**src/rtl/add512_seq_if.sv**
```systemverilog
// Operand/result handshake bundle for add512_seq.
// Carries in_acc only when ADD512_ACCUM_EN is defined.
interface add512_seq_if #(
  parameter int W = 512
);
  logic         in_valid;
  logic         in_ready;
  logic [W-1:0] in_a;
  logic [W-1:0] in_b;
  logic         in_ci;
`ifdef ADD512_ACCUM_EN
  logic         in_acc;
`endif
  logic         out_valid;
  logic         out_ready;
  logic [W-1:0] out_sum;
  logic         out_co;
  logic         busy;

  modport master (
    output in_valid, in_a, in_b, in_ci,
`ifdef ADD512_ACCUM_EN
    output in_acc,
`endif
    output out_ready,
    input  in_ready, out_valid, out_sum,
    input  out_co, busy
  );

  modport slave (
    input  in_valid, in_a, in_b, in_ci,
`ifdef ADD512_ACCUM_EN
    input  in_acc,
`endif
    input  out_ready,
    output in_ready, out_valid, out_sum,
    output out_co, busy
  );
endinterface

```
**src/rtl/add512_seq.sv**
```systemverilog
// Sequential W-bit adder: one shared SLICE-bit lookahead adder per cycle.
// ADD512_ACCUM_EN adds in_acc: B operand taken from the last out_sum.
module add512_seq #(
  parameter int W     = 512,
  parameter int SLICE = 64
) (
  input  logic        clk,
  input  logic        rst_n,
  add512_seq_if.slave bus
);
  localparam int NS = W / SLICE;
  localparam int CW = $clog2(NS) + 1;
  localparam logic [CW-1:0] LAST = CW'(NS - 1);

  typedef enum logic [1:0] {
    IDLE,
    RUN,
    DONE
  } state_t;

  state_t         state;
  logic [W-1:0]   a_q;
  logic [W-1:0]   b_q;
  logic [W-1:0]   res_q;
  logic [W-1:0]   sum_q;
  logic [CW-1:0]  cnt;
  logic           cy;
  logic           co_q;
  logic           vld_q;
  logic           rdy_q;
  logic           busy_q;

  logic [W-1:0]     b_sel;
  logic [SLICE-1:0] a_sl;
  logic [SLICE-1:0] b_sl;
  logic [SLICE-1:0] gg;
  logic [SLICE-1:0] pp;
  logic [SLICE-1:0] gp;
  logic [SLICE-1:0] pr;
  logic [SLICE-1:0] cvec;
  logic [SLICE-1:0] s;
  logic             sco;

`ifdef ADD512_ACCUM_EN
  assign b_sel = bus.in_acc ? sum_q : bus.in_b;
`else
  assign b_sel = bus.in_b;
`endif

  assign a_sl = a_q[int'(cnt)*SLICE +: SLICE];
  assign b_sl = b_q[int'(cnt)*SLICE +: SLICE];

  // Parallel-prefix carries; carry-in folded into bit 0 generate.
  always_comb begin
    gg = a_sl & b_sl;
    pp = a_sl ^ b_sl;
    gp = gg;
    pr = pp;
    gp[0] = gg[0] | (pp[0] & cy);
    for (int d = 1; d < SLICE; d = d * 2) begin
      for (int i = SLICE - 1; i >= d; i--) begin
        gp[i] = gp[i] | (pr[i] & gp[i-d]);
        pr[i] = pr[i] & pr[i-d];
      end
    end
    cvec = {gp[SLICE-2:0], cy};
    s    = pp ^ cvec;
    sco  = gp[SLICE-1];
  end

  always_ff @(posedge clk or negedge rst_n) begin
    if (!rst_n) begin
      state  <= IDLE;
      a_q    <= '0;
      b_q    <= '0;
      res_q  <= '0;
      sum_q  <= '0;
      cnt    <= '0;
      cy     <= 1'b0;
      co_q   <= 1'b0;
      vld_q  <= 1'b0;
      rdy_q  <= 1'b1;
      busy_q <= 1'b0;
    end else begin
      unique case (state)
        IDLE: begin
          if (bus.in_valid && rdy_q) begin
            a_q    <= bus.in_a;
            b_q    <= b_sel;
            cy     <= bus.in_ci;
            cnt    <= '0;
            rdy_q  <= 1'b0;
            busy_q <= 1'b1;
            state  <= RUN;
          end
        end
        RUN: begin
          res_q[int'(cnt)*SLICE +: SLICE] <= s;
          cy <= sco;
          if (cnt == LAST) begin
            busy_q <= 1'b0;
            state  <= DONE;
          end else begin
            cnt <= cnt + CW'(1);
          end
        end
        DONE: begin
          // Publish once on entry so out_sum only moves with out_valid.
          if (!vld_q) begin
            sum_q <= res_q;
            co_q  <= cy;
            vld_q <= 1'b1;
          end else if (bus.out_ready) begin
            vld_q <= 1'b0;
            rdy_q <= 1'b1;
            state <= IDLE;
          end
        end
        default: state <= IDLE;
      endcase
    end
  end

  assign bus.in_ready  = rdy_q;
  assign bus.out_valid = vld_q;
  assign bus.out_sum   = sum_q;
  assign bus.out_co    = co_q;
  assign bus.busy      = busy_q;
endmodule

```
**src/flat_wrapper.sv**
```systemverilog
// flat-port wrapper written by rule: the top's interface ports become plain ports
module add512_seq_flat 
#(
  parameter int W     = 512,
  parameter int SLICE = 64
)
  (clk, rst_n, bus_in_valid, bus_in_a, bus_in_b, bus_in_ci, bus_out_ready, bus_in_ready, bus_out_valid, bus_out_sum, bus_out_co, bus_busy);
  add512_seq_if #(.W(W)) bus_i ();
  input  logic clk;
  input  logic rst_n;
  input wire logic [$bits(bus_i.in_valid)-1:0] bus_in_valid;
  input wire logic [$bits(bus_i.in_a)-1:0] bus_in_a;
  input wire logic [$bits(bus_i.in_b)-1:0] bus_in_b;
  input wire logic [$bits(bus_i.in_ci)-1:0] bus_in_ci;
  input wire logic [$bits(bus_i.out_ready)-1:0] bus_out_ready;
  output wire logic [$bits(bus_i.in_ready)-1:0] bus_in_ready;
  output wire logic [$bits(bus_i.out_valid)-1:0] bus_out_valid;
  output wire logic [$bits(bus_i.out_sum)-1:0] bus_out_sum;
  output wire logic [$bits(bus_i.out_co)-1:0] bus_out_co;
  output wire logic [$bits(bus_i.busy)-1:0] bus_busy;
  assign bus_i.in_valid = bus_in_valid;
  assign bus_i.in_a = bus_in_a;
  assign bus_i.in_b = bus_in_b;
  assign bus_i.in_ci = bus_in_ci;
  assign bus_i.out_ready = bus_out_ready;
  assign bus_in_ready = bus_i.in_ready;
  assign bus_out_valid = bus_i.out_valid;
  assign bus_out_sum = bus_i.out_sum;
  assign bus_out_co = bus_i.out_co;
  assign bus_busy = bus_i.busy;
  add512_seq #(.W(W), .SLICE(SLICE)) u_core (.clk(clk), .rst_n(rst_n), .bus(bus_i));
endmodule
```
**config.mk**
```make
export PLATFORM = sky130hd
export DESIGN_NAME = add512_seq_flat
export DESIGN_NICKNAME = d
export VERILOG_FILES = /design/src/rtl/add512_seq_if.sv /design/src/rtl/add512_seq.sv /design/src/flat_wrapper.sv
export SDC_FILE = /design/constraint.sdc
export NUM_CORES = 2
export LEC_CHECK = 0
export CORE_AREA = 2 2 597 599
export CTS_CLUSTER_DIAMETER = 50
export DETAILED_ROUTE_END_ITERATION = 12
export DIE_AREA = 0 0 599 601
export PLACE_DENSITY_LB_ADDON = 0.25
export SLEW_MARGIN = 20
export SYNTH_ARGS = -nofsm -noshare
export SYNTH_HDL_FRONTEND = slang
export SYNTH_SLANG_ARGS = --single-unit
```
**constraint.sdc**
```tcl
create_clock -name clk -period 15.25 [get_ports clk]
set_input_delay 3.05 -clock clk [delete_from_list [all_inputs] [get_ports clk]]
set_output_delay 3.05 -clock clk [all_outputs]
set_load 0.02 [all_outputs]
```
==> out/summary.txt <==
Status: finished, final reports clean
Setup skew after layout: 0.0525 ns
Buffers & Inverters on Critical Path: 3
Worst slew margin: 0.175
Fmax: 129 MHz
Largest stage delay, worst path: 0.76 ns
Req. time, crit path: 15.98 ns
Initial antenna violation count: 61
RR Endpoint: u_core.res_q[188]
Non-Filler Instances: 14817
Pwr Total: 24.9 mW
CP startpoint kind: register
Via count: 67830
# resized after CTS: 0
H-tree depth: 5
# clock sinks: 2059
Cell variety after synth: 70
R2R cell count: 18
Std-Cell Rows: 219
Initial Util: 0.248
TritonCTS clock tree: yes
FF-to-FF Start: u_core.cnt[0]
Place WS: 6.90 ns
Setup slack, reg-to-reg: 7.52 ns
FF+latch count, synth: 2059
Setup crit end kind: register
Router iterations before antenna repair: 6
Wirelength, routed: 383000 µm
GPL Wtd Cong: 0.882
Final ANT Viol Nets: 0
Hold Path Depth: 2
Worst hold start: u_core.b_q[440]
Worst-path cell with the longest stage delay: dfrtp_4
WL/cell: 25.8 µm
Post-synth top flop: dfrtp_1
Post-route DRC violation count: 0
Ratio of cells with drive above 1 in the final layout: 0.152
Final hold violation count: 0
Worst skew pair latency: 0.90 ns
Worst-path cell chain: buf_4 -> buf_4 -> mux4_2 -> nand2_1 -> nand2_1 -> nand2_1 -> fa_1 -> nor2b_1 -> o2111ai_1 -> a21oi_1 -> a2111o_1 -> a21oi_1 -> o31ai_2 -> buf_4 -> a31oi_1 -> o21ai_0 -> xnor2_2 -> o21ai_0
Ports: 1545
Most frequent cells in the layout: 3672 x nand2_1, 2054 x dfrtp_1, 1543 x clkdlybuf4s50_1
Leak: 56.4 nW
Max-cap violations: 0
Core ar.: 354000 µm²
Fillcell total: 35921
Final Worst Setup Slack: 7.52 ns
Top-area cell type share of the netlist area: 0.587
Final setup vio count: 0
Pwr Density: 209 nW/µm²
Worst-margin pin slew: 1.24 ns
Synthesis Warnings: 0
Gr usage total: 0.208
Hold-fix buffer count after cts: 0
Placed insts: 14248
DIE WIDTH: 599 µm
Min Tclk post-route: 7.73 ns
NumNets Final: 10892
EDFF count, synth: 0
VDD IR-drop max: 0.187 mV
Synth area leader: dfrtp_1
Post-DP HPWL: 289000 µm
Cell family with most CP delay: compound AO/OA/AOI/OAI gates
Setup bufs post-CTS: 0
Final period utilization: 0.507
CP max FO: 34
RSZ-0062 raised after global routing: false
Die area: 360000 µm²
Die Y: 601 µm
Multi-input logic area: 34700 µm²
Number of global-route vias before repair: 70641
Hold WC Path Type: reg2reg
Min-Delay Endpoint: u_core.b_q[440]
Post-Syn Area: 87700 µm²
Global-route wire length before repair: 537000 µm
Post-Place Cell Area: 109000 µm²
Setup TNS: 0 ns
Clock Tree Buf Depth: 4
Ranking of synthesized cells by area: dfrtp_1 59%, nand2_1 16%, mux2_2 7.1%, mux4_2 6.6%, o21ai_0 2.2%
Arr. time, crit path: 8.46 ns
Pin count of the biggest net entering global routing: 216
Commonest non-fill, non-tap cell in the layout: nand2_1
Area occupied by registers: 51500 µm²
Average cell area after synthesis: 10.5 µm²
Fraction of registers with async set/reset: 1.00
# port buffers: 1544
Grt ovf: 0
Clk root buf: clkbuf_16
Syn_nets: 9439
CTS buffer count: 293
Initial drt markers: 4902
Post-route cell area: 119000 µm²
Slew Viols, Final: 0
Vias/cell: 4.58
Crit Path Class: reg2reg
Layout area overhead: 35.8%
Sequential-to-total area share from yosys stat: 0.587
Clock Pin Slew Worst Setup and Hold Paths: 0.06 ns
Cells after Synth: 8340
==> power by group <==
group	internal [mW]	switching [mW]	leakage [nW]	total [mW]
clock	4.24	2.77	4.85	7.01
sequential	7.32	1.25	27.5	8.57
combinational	3.28	6.03	24.1	9.31
==> cell type report <==
class | instances | area share
antenna | 37 | 0.000777
tap | 4751 | 0.0499
clock buffer | 366 | 0.0675
sequential | 2059 | 0.433
inverter | 20 | 0.000630
timing repair buffer | 1678 | 0.140
multi-input combinational | 5741 | 0.291
clock inverter | 165 | 0.0175
==> synthesized netlist by cell type (50+ instances only) <==
library cell / instances
mux2_2: 557
mux2i_1: 126
dfrtp_1: 2058
buf_1: 50
clkbuf_1: 467
nor2_1: 168
a21o_1: 51
o21ai_0: 385
mux4_2: 256
nand2_1: 3676
a21oi_1: 73
o31ai_1: 96
ha_1: 68
==> registers in the layout (all words and copies together) (netlist names) <==
name and flops:
u_core.a_q 512, u_core.res_q 512, u_core.cnt 4, u_core.b_q 512
u_core.state 2, u_core.bus.out_sum 512, u_core.bus.in_ready 1, u_core.bus.out_valid 1
u_core.bus.out_co 1, u_core.cy 1, u_core.bus.busy 1
==> worst max path at each step <==
stage                        startpoint                 to  slack [ns]  cells after the start
after floorplan           u_core.cnt[0]  u_core.res_q[188]        9.91                     19
after global placement    u_core.cnt[0]  u_core.res_q[444]        7.05                     18
after detailed placement  u_core.cnt[0]  u_core.res_q[188]        6.90                     17
after CTS                 u_core.cnt[0]  u_core.res_q[188]        6.92                     17
after global routing      u_core.cnt[0]  u_core.res_q[188]        6.76                     17
final                     u_core.cnt[0]  u_core.res_q[188]        7.52                     18
==> metrics by stage <==
| stage | hold WS, ns | util |
|---|---|---|
| finish | 0.469 | 0.337 |
| global route | 0.485 | 0.337 |
| CTS | 0.470 | 0.336 |
| detailed placement | 0.457 | 0.308 |
| global placement | 0.453 | 0.307 |
| floorplan | 0.440 | - |
==> layer usage <==
metal / vias up / GRT usage / wire [µm]
met5: - / 0 / 103
met4: 18 / 0.0730 / 13900
met3: 495 / 0.0346 / 20000
met2: 2155 / 0.355 / 189000
met1: 34625 / 0.265 / 160000
li1: 30537 / - / -
==> worst register-to-register path, stage by stage (launching register included) <==
cell and delay [ns]:
dfrtp_4 0.76, buf_4 0.70, buf_4 0.70, mux4_2 0.62, nand2_1 0.08, nand2_1 0.11
nand2_1 0.13, fa_1 0.39, nor2b_1 0.12, o2111ai_1 0.46, a21oi_1 0.23, a2111o_1 0.49
a21oi_1 0.69, o31ai_2 0.13, buf_4 0.21, a31oi_1 0.52, o21ai_0 0.30, xnor2_2 0.73
o21ai_0 0.23
==> kinds of logic (layout without fill, tap and decap cells) <==
kind of cell | Yosys count | in the layout | synth area share
buf+inv | 540 | 2229 | 0.0231
other cells | 0 | 37 | 0
xor+xnor | 68 | 68 | 0.00687
mux | 939 | 939 | 0.152
simple gates | 3956 | 3956 | 0.172
fa+ha+maj | 70 | 70 | 0.0102
compound gates | 708 | 708 | 0.0488
flops | 2059 | 2059 | 0.587
No activity file was read; power rests on OpenSTA's default activity.
